File: src/rtl/seq_divider_pkg.sv
// Shared constants and types for the sequential divider.
// Contents: FSM state enum, default data width, iteration counter width,
// and the all-ones quotient returned on a zero divisor.
package seq_divider_pkg;

  localparam int unsigned DATA_W = 16;
  localparam int unsigned MAX_W  = 64;
  localparam int unsigned CNT_W  = $clog2(DATA_W + 1);

  // Truncated to the operand width at the point of use; every width yields all ones.
  localparam logic [MAX_W-1:0] DBZ_ALL_ONES = '1;

  typedef enum logic [1:0] {
    IDLE = 2'd0,
    CALC = 2'd1,
    FIX  = 2'd2,
    DONE = 2'd3
  } state_t;

  // Counter width that can hold the iteration count 0..w.
  function automatic int unsigned cnt_width(input int unsigned w);
    return $clog2(w + 1);
  endfunction

endpackage

File: src/rtl/seq_divider_if.sv
// Operand/result handshake bundle for the sequential divider.
// Operand side: i_valid/o_ready with i_signed, i_dividend, i_divisor.
// Result side:  o_valid/i_ready with o_quotient, o_remainder, o_div_by_zero.
// slave  = divider view, master = requester/consumer view.
interface seq_divider_if
  import seq_divider_pkg::*;
#(
  parameter int unsigned WIDTH = DATA_W
);

  logic             i_valid;
  logic             o_ready;
  logic             i_signed;
  logic [WIDTH-1:0] i_dividend;
  logic [WIDTH-1:0] i_divisor;
  logic             o_valid;
  logic             i_ready;
  logic [WIDTH-1:0] o_quotient;
  logic [WIDTH-1:0] o_remainder;
  logic             o_div_by_zero;

  modport slave (
    input  i_valid, i_signed, i_dividend, i_divisor, i_ready,
    output o_ready, o_valid, o_quotient, o_remainder, o_div_by_zero
  );

  modport master (
    output i_valid, i_signed, i_dividend, i_divisor, i_ready,
    input  o_ready, o_valid, o_quotient, o_remainder, o_div_by_zero
  );

endinterface

File: src/rtl/seq_divider_div_restore_step.sv
// One restoring-division iteration (combinational).
// Ports: p            - current partial remainder (WIDTH+1 bits)
//        dividend_bit - next dividend bit, MSB first
//        divisor      - divisor magnitude
//        p_next_c     - partial remainder after the trial subtract/restore
//        q_bit_c      - quotient bit produced by this iteration
module div_restore_step #(
  parameter int unsigned WIDTH = 16
) (
  input  logic [WIDTH:0]   p,
  input  logic             dividend_bit,
  input  logic [WIDTH-1:0] divisor,
  output logic [WIDTH:0]   p_next_c,
  output logic             q_bit_c
);

  logic [WIDTH+1:0] shifted_c;
  logic [WIDTH+2:0] diff_c;

  // Extra top bit on the difference gives a clean borrow/sign indicator.
  always_comb begin
    shifted_c = {p, dividend_bit};
    diff_c    = {1'b0, shifted_c} - (WIDTH+3)'(divisor);
    q_bit_c   = ~diff_c[WIDTH+2];
    p_next_c  = q_bit_c ? (WIDTH+1)'(diff_c) : (WIDTH+1)'(shifted_c);
  end

endmodule

File: src/rtl/seq_divider.sv
// Iterative radix-2 restoring integer divider, one quotient bit per cycle.
// Ports: clk - rising-edge clock
//        rst - synchronous active-high reset
//        bus - seq_divider_if.slave operand/result handshake
// Operands are reduced to magnitudes on accept, divided unsigned in CALC,
// and sign-corrected (or replaced by the divide-by-zero result) in FIX.
module seq_divider
  import seq_divider_pkg::*;
#(
  parameter int unsigned WIDTH = DATA_W
) (
  input  logic          clk,
  input  logic          rst,
  seq_divider_if.slave  bus
);

  localparam int unsigned CW = cnt_width(WIDTH);

  state_t           state;
  logic [CW-1:0]    cnt;
  logic [WIDTH:0]   p_rem;
  logic [WIDTH-1:0] dvd_sh;
  logic [WIDTH-1:0] dvs;
  logic [WIDTH-1:0] quo;
  logic [WIDTH-1:0] dvd_orig;
  logic             neg_q;
  logic             neg_r;
  logic             dbz;

  logic             rdy;
  logic             vld;
  logic [WIDTH-1:0] quo_out;
  logic [WIDTH-1:0] rem_out;
  logic             dbz_out;

  logic             dvd_neg_c;
  logic             dvs_neg_c;
  logic [WIDTH-1:0] dvd_mag_c;
  logic [WIDTH-1:0] dvs_mag_c;
  logic [WIDTH:0]   p_next_c;
  logic             q_bit_c;

  // Operand magnitudes; |-2^(W-1)| wraps to 2^(W-1), which is correct unsigned.
  always_comb begin
    dvd_neg_c = bus.i_signed & bus.i_dividend[WIDTH-1];
    dvs_neg_c = bus.i_signed & bus.i_divisor[WIDTH-1];
    dvd_mag_c = dvd_neg_c ? (~bus.i_dividend + WIDTH'(1)) : bus.i_dividend;
    dvs_mag_c = dvs_neg_c ? (~bus.i_divisor + WIDTH'(1)) : bus.i_divisor;
  end

  div_restore_step #(.WIDTH(WIDTH)) u_step (
    .p            (p_rem),
    .dividend_bit (dvd_sh[WIDTH-1]),
    .divisor      (dvs),
    .p_next_c     (p_next_c),
    .q_bit_c      (q_bit_c)
  );

  // Control FSM and datapath registers.
  always_ff @(posedge clk) begin
    if (rst) begin
      state    <= IDLE;
      cnt      <= '0;
      p_rem    <= '0;
      dvd_sh   <= '0;
      dvs      <= '0;
      quo      <= '0;
      dvd_orig <= '0;
      neg_q    <= 1'b0;
      neg_r    <= 1'b0;
      dbz      <= 1'b0;
      rdy      <= 1'b1;
      vld      <= 1'b0;
      quo_out  <= '0;
      rem_out  <= '0;
      dbz_out  <= 1'b0;
    end else begin
      case (state)
        IDLE: begin
          if (bus.i_valid && rdy) begin
            dvd_sh   <= dvd_mag_c;
            dvs      <= dvs_mag_c;
            dvd_orig <= bus.i_dividend;
            neg_q    <= dvd_neg_c ^ dvs_neg_c;
            neg_r    <= dvd_neg_c;
            dbz      <= (bus.i_divisor == '0);
            p_rem    <= '0;
            quo      <= '0;
            cnt      <= '0;
            rdy      <= 1'b0;
            state    <= (bus.i_divisor == '0) ? FIX : CALC;
          end
        end
        CALC: begin
          p_rem  <= p_next_c;
          quo    <= {quo[WIDTH-2:0], q_bit_c};
          dvd_sh <= {dvd_sh[WIDTH-2:0], 1'b0};
          cnt    <= cnt + CW'(1);
          if (cnt == CW'(WIDTH - 1)) begin
            state <= FIX;
          end
        end
        FIX: begin
          // Truncating division: remainder follows the dividend's sign.
          if (dbz) begin
            quo_out <= WIDTH'(DBZ_ALL_ONES);
            rem_out <= dvd_orig;
            dbz_out <= 1'b1;
          end else begin
            quo_out <= neg_q ? (~quo + WIDTH'(1)) : quo;
            rem_out <= neg_r ? (~WIDTH'(p_rem) + WIDTH'(1)) : WIDTH'(p_rem);
            dbz_out <= 1'b0;
          end
          vld   <= 1'b1;
          state <= DONE;
        end
        DONE: begin
          if (bus.i_ready) begin
            vld   <= 1'b0;
            rdy   <= 1'b1;
            state <= IDLE;
          end
        end
        default: begin
          state <= IDLE;
          rdy   <= 1'b1;
          vld   <= 1'b0;
        end
      endcase
    end
  end

  assign bus.o_ready       = rdy;
  assign bus.o_valid       = vld;
  assign bus.o_quotient    = quo_out;
  assign bus.o_remainder   = rem_out;
  assign bus.o_div_by_zero = dbz_out;

endmodule

File: src/flat_wrapper.sv
// flat-port wrapper written by rule: the top's interface ports become plain ports
module seq_divider_flat import seq_divider_pkg::*;
#(
  parameter int unsigned WIDTH = DATA_W
)
  (clk, rst, bus_i_valid, bus_i_signed, bus_i_dividend, bus_i_divisor, bus_i_ready, bus_o_ready, bus_o_valid, bus_o_quotient, bus_o_remainder, bus_o_div_by_zero);
  seq_divider_if #(.WIDTH(WIDTH)) bus_i ();
  input  logic clk;
  input  logic rst;
  input wire logic [$bits(bus_i.i_valid)-1:0] bus_i_valid;
  input wire logic [$bits(bus_i.i_signed)-1:0] bus_i_signed;
  input wire logic [$bits(bus_i.i_dividend)-1:0] bus_i_dividend;
  input wire logic [$bits(bus_i.i_divisor)-1:0] bus_i_divisor;
  input wire logic [$bits(bus_i.i_ready)-1:0] bus_i_ready;
  output wire logic [$bits(bus_i.o_ready)-1:0] bus_o_ready;
  output wire logic [$bits(bus_i.o_valid)-1:0] bus_o_valid;
  output wire logic [$bits(bus_i.o_quotient)-1:0] bus_o_quotient;
  output wire logic [$bits(bus_i.o_remainder)-1:0] bus_o_remainder;
  output wire logic [$bits(bus_i.o_div_by_zero)-1:0] bus_o_div_by_zero;
  assign bus_i.i_valid = bus_i_valid;
  assign bus_i.i_signed = bus_i_signed;
  assign bus_i.i_dividend = bus_i_dividend;
  assign bus_i.i_divisor = bus_i_divisor;
  assign bus_i.i_ready = bus_i_ready;
  assign bus_o_ready = bus_i.o_ready;
  assign bus_o_valid = bus_i.o_valid;
  assign bus_o_quotient = bus_i.o_quotient;
  assign bus_o_remainder = bus_i.o_remainder;
  assign bus_o_div_by_zero = bus_i.o_div_by_zero;
  seq_divider #(.WIDTH(WIDTH)) u_core (.clk(clk), .rst(rst), .bus(bus_i));
endmodule
File: config.mk
export PLATFORM = sky130hd
export DESIGN_NAME = seq_divider_flat
export DESIGN_NICKNAME = d
export VERILOG_FILES = /design/src/rtl/seq_divider_pkg.sv /design/src/rtl/seq_divider_if.sv /design/src/rtl/seq_divider_div_restore_step.sv /design/src/rtl/seq_divider.sv /design/src/flat_wrapper.sv
export SDC_FILE = /design/constraint.sdc
export NUM_CORES = 1
export LEC_CHECK = 0
export BUFFER_PORTS_ARGS = -buffer_cell sky130_fd_sc_hd__buf_2
export CAP_MARGIN = 40
export CORE_ASPECT_RATIO = 0.5
export CORE_UTILIZATION = 51
export DETAILED_ROUTE_END_ITERATION = 16
export PLACE_DENSITY = 0.66
export RECOVER_POWER = 100
export SETUP_SLACK_MARGIN = 0.05
export SLEW_MARGIN = 5
export SYNTH_ARGS = -nofsm -noshare
export SYNTH_HDL_FRONTEND = slang
export SYNTH_HIERARCHICAL = 1
export SYNTH_SLANG_ARGS = --single-unit
File: constraint.sdc
create_clock -name clk -period 5.63 [get_ports clk]
set_input_delay 0.2815 -clock clk [delete_from_list [all_inputs] [get_ports clk]]
set_output_delay 0.2815 -clock clk [all_outputs]
set_load 0.1 [all_outputs]
==> out/qor.txt, run 1 <==
status: complete, but fails checks
failing checks: capacitance limit, slew limit
worst path cell trace: inv_1 -> ha_1 -> inv_1 -> fa_1 -> a21o_1 -> a221o_1 -> o22ai_1 -> o221ai_1 -> clkbuf_1 -> mux2_2 -> a22oi_1 -> nor2_1
Die H: 86.1 um
Detail Placement HPWL: 13.2 mm
post-cts resize count: 0
Final Critical Period: 3.68 ns
iteration-0 DRC count of the detailed router: 649
MaxCap Viol Count: 2
total core area: 13700 um^2
grt total ovfl: 0
clk sinks: 126
Final #Nets: 1012
Setup Viol. Count Final: 0
fmax: 272 MHz
final wirelength: 18.9 mm
chip width: 170 um
Slew HR: -0.327
Startpoint Class: flip-flop
Synth Register Bits: 126
TritonRoute pass-1 iters: 5
critical path required time: 5.93 ns
leakage: 3.10 nW
Post-synth EDFFs: 0
worst vdd ir: 427 uV
first-pass GRT wire length: 30.2 mm
CP Class: flip-flop to flip-flop
skew final: 0.0118 ns
gpl congestion: 0.908
critical path's slowest cell: o221ai_1
DP Cell Count: 1120
final-report max-slew violation count: 93
Bufs on Longest Clock Path: 2
GR Util All Layers: 0.266
Boundary Pins: 72
IO Port Bufs: 71
Syn. warnings: 6
Power Density: 493 nW/um^2
Avg WL per Cell: 16.4 um
Worst setup EP type: flip-flop
vias in the first global route: 5765
DR DRC count: 0
Worst path most repeated cell: inv_1
clock-pin slew on the worst setup and hold paths: 0.06 ns
antenna violations before repair: 0
layout cell share with drive strength beyond 1: 0.0917
Final Cycle Share: 0.653
clock root cell: clkbuf_16
later-pin clock latency in the skew report: 0.43 ns
Fill cells: 1340
htree depth: 4
delay of the slowest critical-path stage: 0.96 ns
Syn Inst Count: 908
asr flop ratio synth: 0
Netlist cell types: 67
CP Max Fanout: 13
hold crit path type: input port to flip-flop
TritonCTS buffer count: 17
TNS Setup: 0 ns
number of setup buffers added after CTS: 0
Initial Utilization: 0.528
# hold bufs at CTS: 0
Synth Net Count: 973
placement row count: 30
Via Count: 6598
Seq/Total Area, Yosys: 0.350
Main synth FF type: dfxtp_1
Netlist Area Pre-Place: 7220 um^2
Antenna Nets Post-Route: 0
Fin. Hold Viols: 0
# diodes: 0
Avg Synthesized Cell Area: 7.95 um^2
CP Data Arrival Time: 3.97 ns
Final Non-Filler Cells: 1152
RSZ-0062 raised after global routing: no
Area Overhead vs Synth: 13.0%
CTS tree: built
worst slew pin tran: 1.99 ns
Avg Vias per Cell: 5.73
largest net degree at the start of global routing: 72
die area: 14700 um^2
==> synthesized netlist by cell type, types with 11 or more instances <==
cell type / number / area (um^2)
inv_1: 42 / 158
nand2_1: 93 / 349
xor2_1: 32 / 280
dfxtp_1: 126 / 2520
o21ai_0: 32 / 160
o31ai_1: 12 / 90.1
nand2b_1: 14 / 87.6
a22oi_1: 38 / 285
clkbuf_1: 56 / 210
xnor2_1: 29 / 254
mux2i_1: 12 / 120
nor2_1: 123 / 462
nand3_1: 11 / 55.1
a21oi_1: 68 / 340
a211oi_1: 32 / 240
ha_1: 27 / 338
nor3_1: 12 / 60.1
o41ai_1: 11 / 96.3
==> worst paths after layout <==
kind                                                      from                                to  slack [ns]  cells after the start
worst max register to register  u_core/dvd_sh[15]$_SDFFE_PP0P_     u_core/p_rem[10]$_SDFFE_PP0P_        1.95                     12
worst max-delay path            u_core/dvd_sh[15]$_SDFFE_PP0P_     u_core/p_rem[10]$_SDFFE_PP0P_        1.95                     12
worst min-delay path                        bus_i_dividend[11]  u_core/dvd_orig[11]$_SDFFE_PP0P_        0.14                      3
worst min register to register   u_core/dvd_sh[5]$_SDFFE_PP0P_     u_core/dvd_sh[5]$_SDFFE_PP0P_        0.45                      2
==> layout by cell type (no fill, tap or decap), drive strengths merged, types with 4 or more instances in the layout <==
master and n:
o21ai 33, a211oi 32, o41ai 11, inv 51, nor3 12, clkbuf 56, nand2 93, o32ai 4
mux2i 12, and2 5, o211ai 4, buf 43, mux2 6, o21bai 4, dfxtp 126, nor2b 10
nand2b 14, a22oi 38, and3 5, a21o 7, o31ai 12, or3 9, o22ai 5, or4 7
nand3 11, nor2 123, a21oi 68, clkinv 4, ha 27, o21a 4, xnor2 29, nor3b 6
a31oi 8, a311oi 6, xor2 32
==> per-layer routing <==
layer  up-vias  wire (um)  global-route usage
li1       3310          -                   -
met4         0        206              0.0827
met5         -          0                   0
met3        17       1130              0.0512
met2       214       7780               0.384
met1      3057       9800               0.394
==> where the power goes <==
part	switching, W	total, W	internal (W)
registers	0.0000967	0.00114	0.00104
logic	0.00127	0.00182	0.000552
clock network	0.000474	0.00106	0.000585
total	0.00184	0.00402	0.00218
==> kinds of logic (layout without fill, tap and decap cells) <==
family,Yosys count,in the layout,share of synthesized area
simple gates,312,312,0.197
compound gates,259,259,0.247
flops,126,126,0.350
buf+inv,104,156,0.0557
xor+xnor,61,61,0.0740
fa+ha+maj,28,28,0.0496
mux,18,18,0.0270
==> registers in the layout, indices dropped and copies added (netlist names), 2 cells and up <==
register / count
u_core/cnt: 5
u_core/quo: 16
u_core/dvd_sh: 16
u_core/dvd_orig: 16
u_core/dvs: 16
u_core/bus.o_remainder: 16
u_core/bus.o_quotient: 16
u_core/state: 2
u_core/p_rem: 17
==> per-stage QoR <==
stage,area (um^2),power [W],util,setup WS (ns),hold WS (ns)
final,8160,0.00402,0.597,1.95,0.137
after global routing,8160,0.00426,0.597,1.76,0.147
after CTS,8260,0.00408,0.604,2.63,0.122
after detailed placement,7690,0.00301,0.563,2.65,0.440
after global placement,7640,0.00298,0.559,2.62,0.438
after floorplan,7220,0.00262,-,3.06,0.417
==> critical path: cells and delay by family, from the launching register on <==
family / cells / cell delay (ns)
AOI/OAI and AO/OA: 5 / 1.68
buffers and inverters: 3 / 0.66
adders and majority gates: 2 / 0.42
muxes: 1 / 0.40
DFF: 1 / 0.36
and+or+nand+nor: 1 / 0.05
==> area by class of cell <==
cell class | instances | area (um^2) | area share
sequential | 126 | 2520 | 0.309
clock inverter | 15 | 143 | 0.0175
clock buffer | 17 | 425 | 0.0522
tap | 192 | 240 | 0.0295
timing repair buffer | 82 | 402 | 0.0492
multi-input combinational | 678 | 4270 | 0.523
inverter | 42 | 158 | 0.0193
No activity file was read; power rests on OpenSTA's default activity.
==> inputs of run 2 (changes only) <==
--- a/config.mk
+++ b/config.mk
@@ -10,7 +10,7 @@
 export CORE_ASPECT_RATIO = 0.5
 export CORE_UTILIZATION = 51
 export DETAILED_ROUTE_END_ITERATION = 16
-export PLACE_DENSITY = 0.66
+export PLACE_DENSITY = 0.69
 export RECOVER_POWER = 100
 export SETUP_SLACK_MARGIN = 0.05
 export SLEW_MARGIN = 5
==> constraint.sdc (replaced) <==
create_clock -name clk -period 3 [get_ports clk]
set_input_delay 0.15 -clock clk [delete_from_list [all_inputs] [get_ports clk]]
set_output_delay 0.15 -clock clk [all_outputs]
set_load 0.1 [all_outputs]
==> run 2 against run 1 <==
The run still ends with capacitance limit, slew limit left. Global-route usage shrank 0.68 points. Combinational power grew 88%. Clock skew shrank 0.0013 ns. Maximum frequency grew 31%. Via count grew 0.62%. Wire length shrank 2.5%. Worst setup slack lost 1.8 ns. Register-to-register slack lost 1.8 ns. Utilization grew 1.2 points. Worst hold slack lost 0.10 ns. Highest routed layer unchanged.
==> out/qor.txt, run 2 (synthesized netlist as in run 1, its figures left out) <==
failing checks: capacitance limit, slew limit
number of setup buffers added after CTS: 0
first-pass GRT wire length: 30.0 mm
vias in the first global route: 5973
Antenna Nets Post-Route: 0
Avg Vias per Cell: 5.72
final-report max-slew violation count: 38
grt total ovfl: 0
Seq pwr share: 0.273
# diodes: 0
CTS tree: built
worst path cell trace: inv_1 -> ha_1 -> inv_1 -> fa_1 -> a21o_1 -> a221o_1 -> o22ai_2 -> o221ai_2 -> buf_12 -> mux2_1 -> a22oi_1 -> nor2_1
Area Overhead vs Synth: 15.4%
Via Count: 6639
later-pin clock latency in the skew report: 0.41 ns
Final Cycle Share: 0.933
Final #Nets: 1020
critical path's slowest cell: fa_1
switching share of total power: 0.426
Startpoint Class: flip-flop
TritonRoute pass-1 iters: 5
iteration-0 DRC count of the detailed router: 655
Largest register FFs: 17
total power draw: 0.00782 W
Worst Hold Depth: 3
placement row count: 30
delay of the slowest critical-path stage: 0.41 ns
Comb power frac: 0.439
sw power: 0.00333 W
worst vdd ir: 694 uV
leakage: 3.18 nW
die area: 14700 um^2
CP Class: flip-flop to flip-flop
Fin. Hold Viols: 0
Biggest register: u_core/p_rem
post-cts resize count: 0
clock-pin slew on the worst setup and hold paths: 0.06 ns
status: complete, but fails checks
commonest non-fill, non-tap cell in the layout: dfxtp_1
worst slew pin tran: 1.63 ns
largest net degree at the start of global routing: 61
total core area: 13700 um^2
Detail Placement HPWL: 13.0 mm
Final Critical Period: 2.80 ns
Worst path most repeated cell: inv_1
GR Util All Layers: 0.259
IO Port Bufs: 71
TNS Setup: 0 ns
# hold bufs at CTS: 0
r2r worst-path depth: 12
clock root cell: clkbuf_16
RSZ-0062 raised after global routing: no
Bufs on Longest Clock Path: 2
most frequent cells in the layout: dfxtp_1 (126), nor2_1 (123), nand2_1 (93)
Slew HR: -0.0897
final wirelength: 18.4 mm
gpl congestion: 0.869
CP Data Arrival Time: 3.06 ns
DR DRC count: 0
clk sinks: 126
CP Max Fanout: 24
Die H: 86.1 um
critical path required time: 3.26 ns
clock share of power: 0.288
chip width: 170 um
skew final: 0.0104 ns
Worst setup EP type: flip-flop
Boundary Pins: 72
Setup Viol. Count Final: 0
fmax: 357 MHz
htree depth: 4
TritonCTS buffer count: 17
layout cell share with drive strength beyond 1: 0.102
hold crit path type: input port to flip-flop
Initial Utilization: 0.528
antenna violations before repair: 1
MaxCap Viol Count: 1
Internal: 0.00449 W
Avg WL per Cell: 15.9 um
Power Density: 939 nW/um^2
run 2: cell types whose count changed in the layout (fill, tap and decap cells not counted), sizes merged:
cell,before,now
buf,43,50
bufinv,0,4
clkbuf,56,59
clkinv,4,3
clkinvlp,2,4
inv,51,44
run 2: routing by layer:
layer | vias to the layer above | part of all wire | GRT usage
li1 | 3326 | - | -
met1 | 3127 | 0.51 | 0.373
met2 | 170 | 0.43 | 0.396
met3 | 16 | 0.054 | 0.0480
met4 | 0 | 0.0079 | 0.0655
met5 | - | 0 | 0
run 2: critical path, delay by kind of cell (launching register included):
kind | cells | cell delay, ns
fa+ha+maj | 2 | 0.57
simple gates | 1 | 0.06
compound gates | 5 | 1.07
flops | 1 | 0.33
buf+inv | 3 | 0.31
mux | 1 | 0.31
run 2: per-stage QoR:
stage	instance area (um^2)	instances	hold WS, ns	utilization	worst slack, ns
2_1_floorplan	7220	908	0.286	-	0.434
3_3_place_gp	7760	1128	0.437	0.568	0.317
5_1_grt	8330	1160	0.0351	0.609	0.0744
4_1_cts	8400	1160	0.0177	0.615	0.242
3_5_place_dp	7760	1128	0.442	0.568	0.259
6_report	8330	1160	0.0343	0.609	0.202
run 2: power groups by stage:
stage | combinational (W) | clock (W) | sequential, W
detailed placement | 0.00347 | 0 | 0.00217
global placement | 0.00344 | 0 | 0.00216
floorplan | 0.00219 | 0 | 0.00272
CTS | 0.00349 | 0.00228 | 0.00213
global route | 0.00375 | 0.00236 | 0.00217
finish | 0.00343 | 0.00225 | 0.00213
run 2: layout make-up:
cell class                      count  area [um^2]
Clock buffer                       19          453
Clock inverter                     13          186
Fill cell                        1316         5340
Inverter                           42          158
Multi-Input combinational cell    678         4290
Sequential cell                   126         2520
Tap cell                          192          240
Timing Repair Buffer               90          477
run 2: path summary, 6_finish.rpt:
kind	from	endpoint	slack (ns)
hold reg to reg	u_core/dvd_orig[5]$_SDFFE_PP0P_	u_core/dvd_orig[5]$_SDFFE_PP0P_	0.45
setup reg to reg	u_core/dvd_sh[15]$_SDFFE_PP0P_	u_core/p_rem[13]$_SDFFE_PP0P_	0.20
setup / recovery	u_core/dvd_sh[15]$_SDFFE_PP0P_	u_core/p_rem[13]$_SDFFE_PP0P_	0.20
hold / removal	bus_i_dividend[11]	u_core/dvd_orig[11]$_SDFFE_PP0P_	0.03
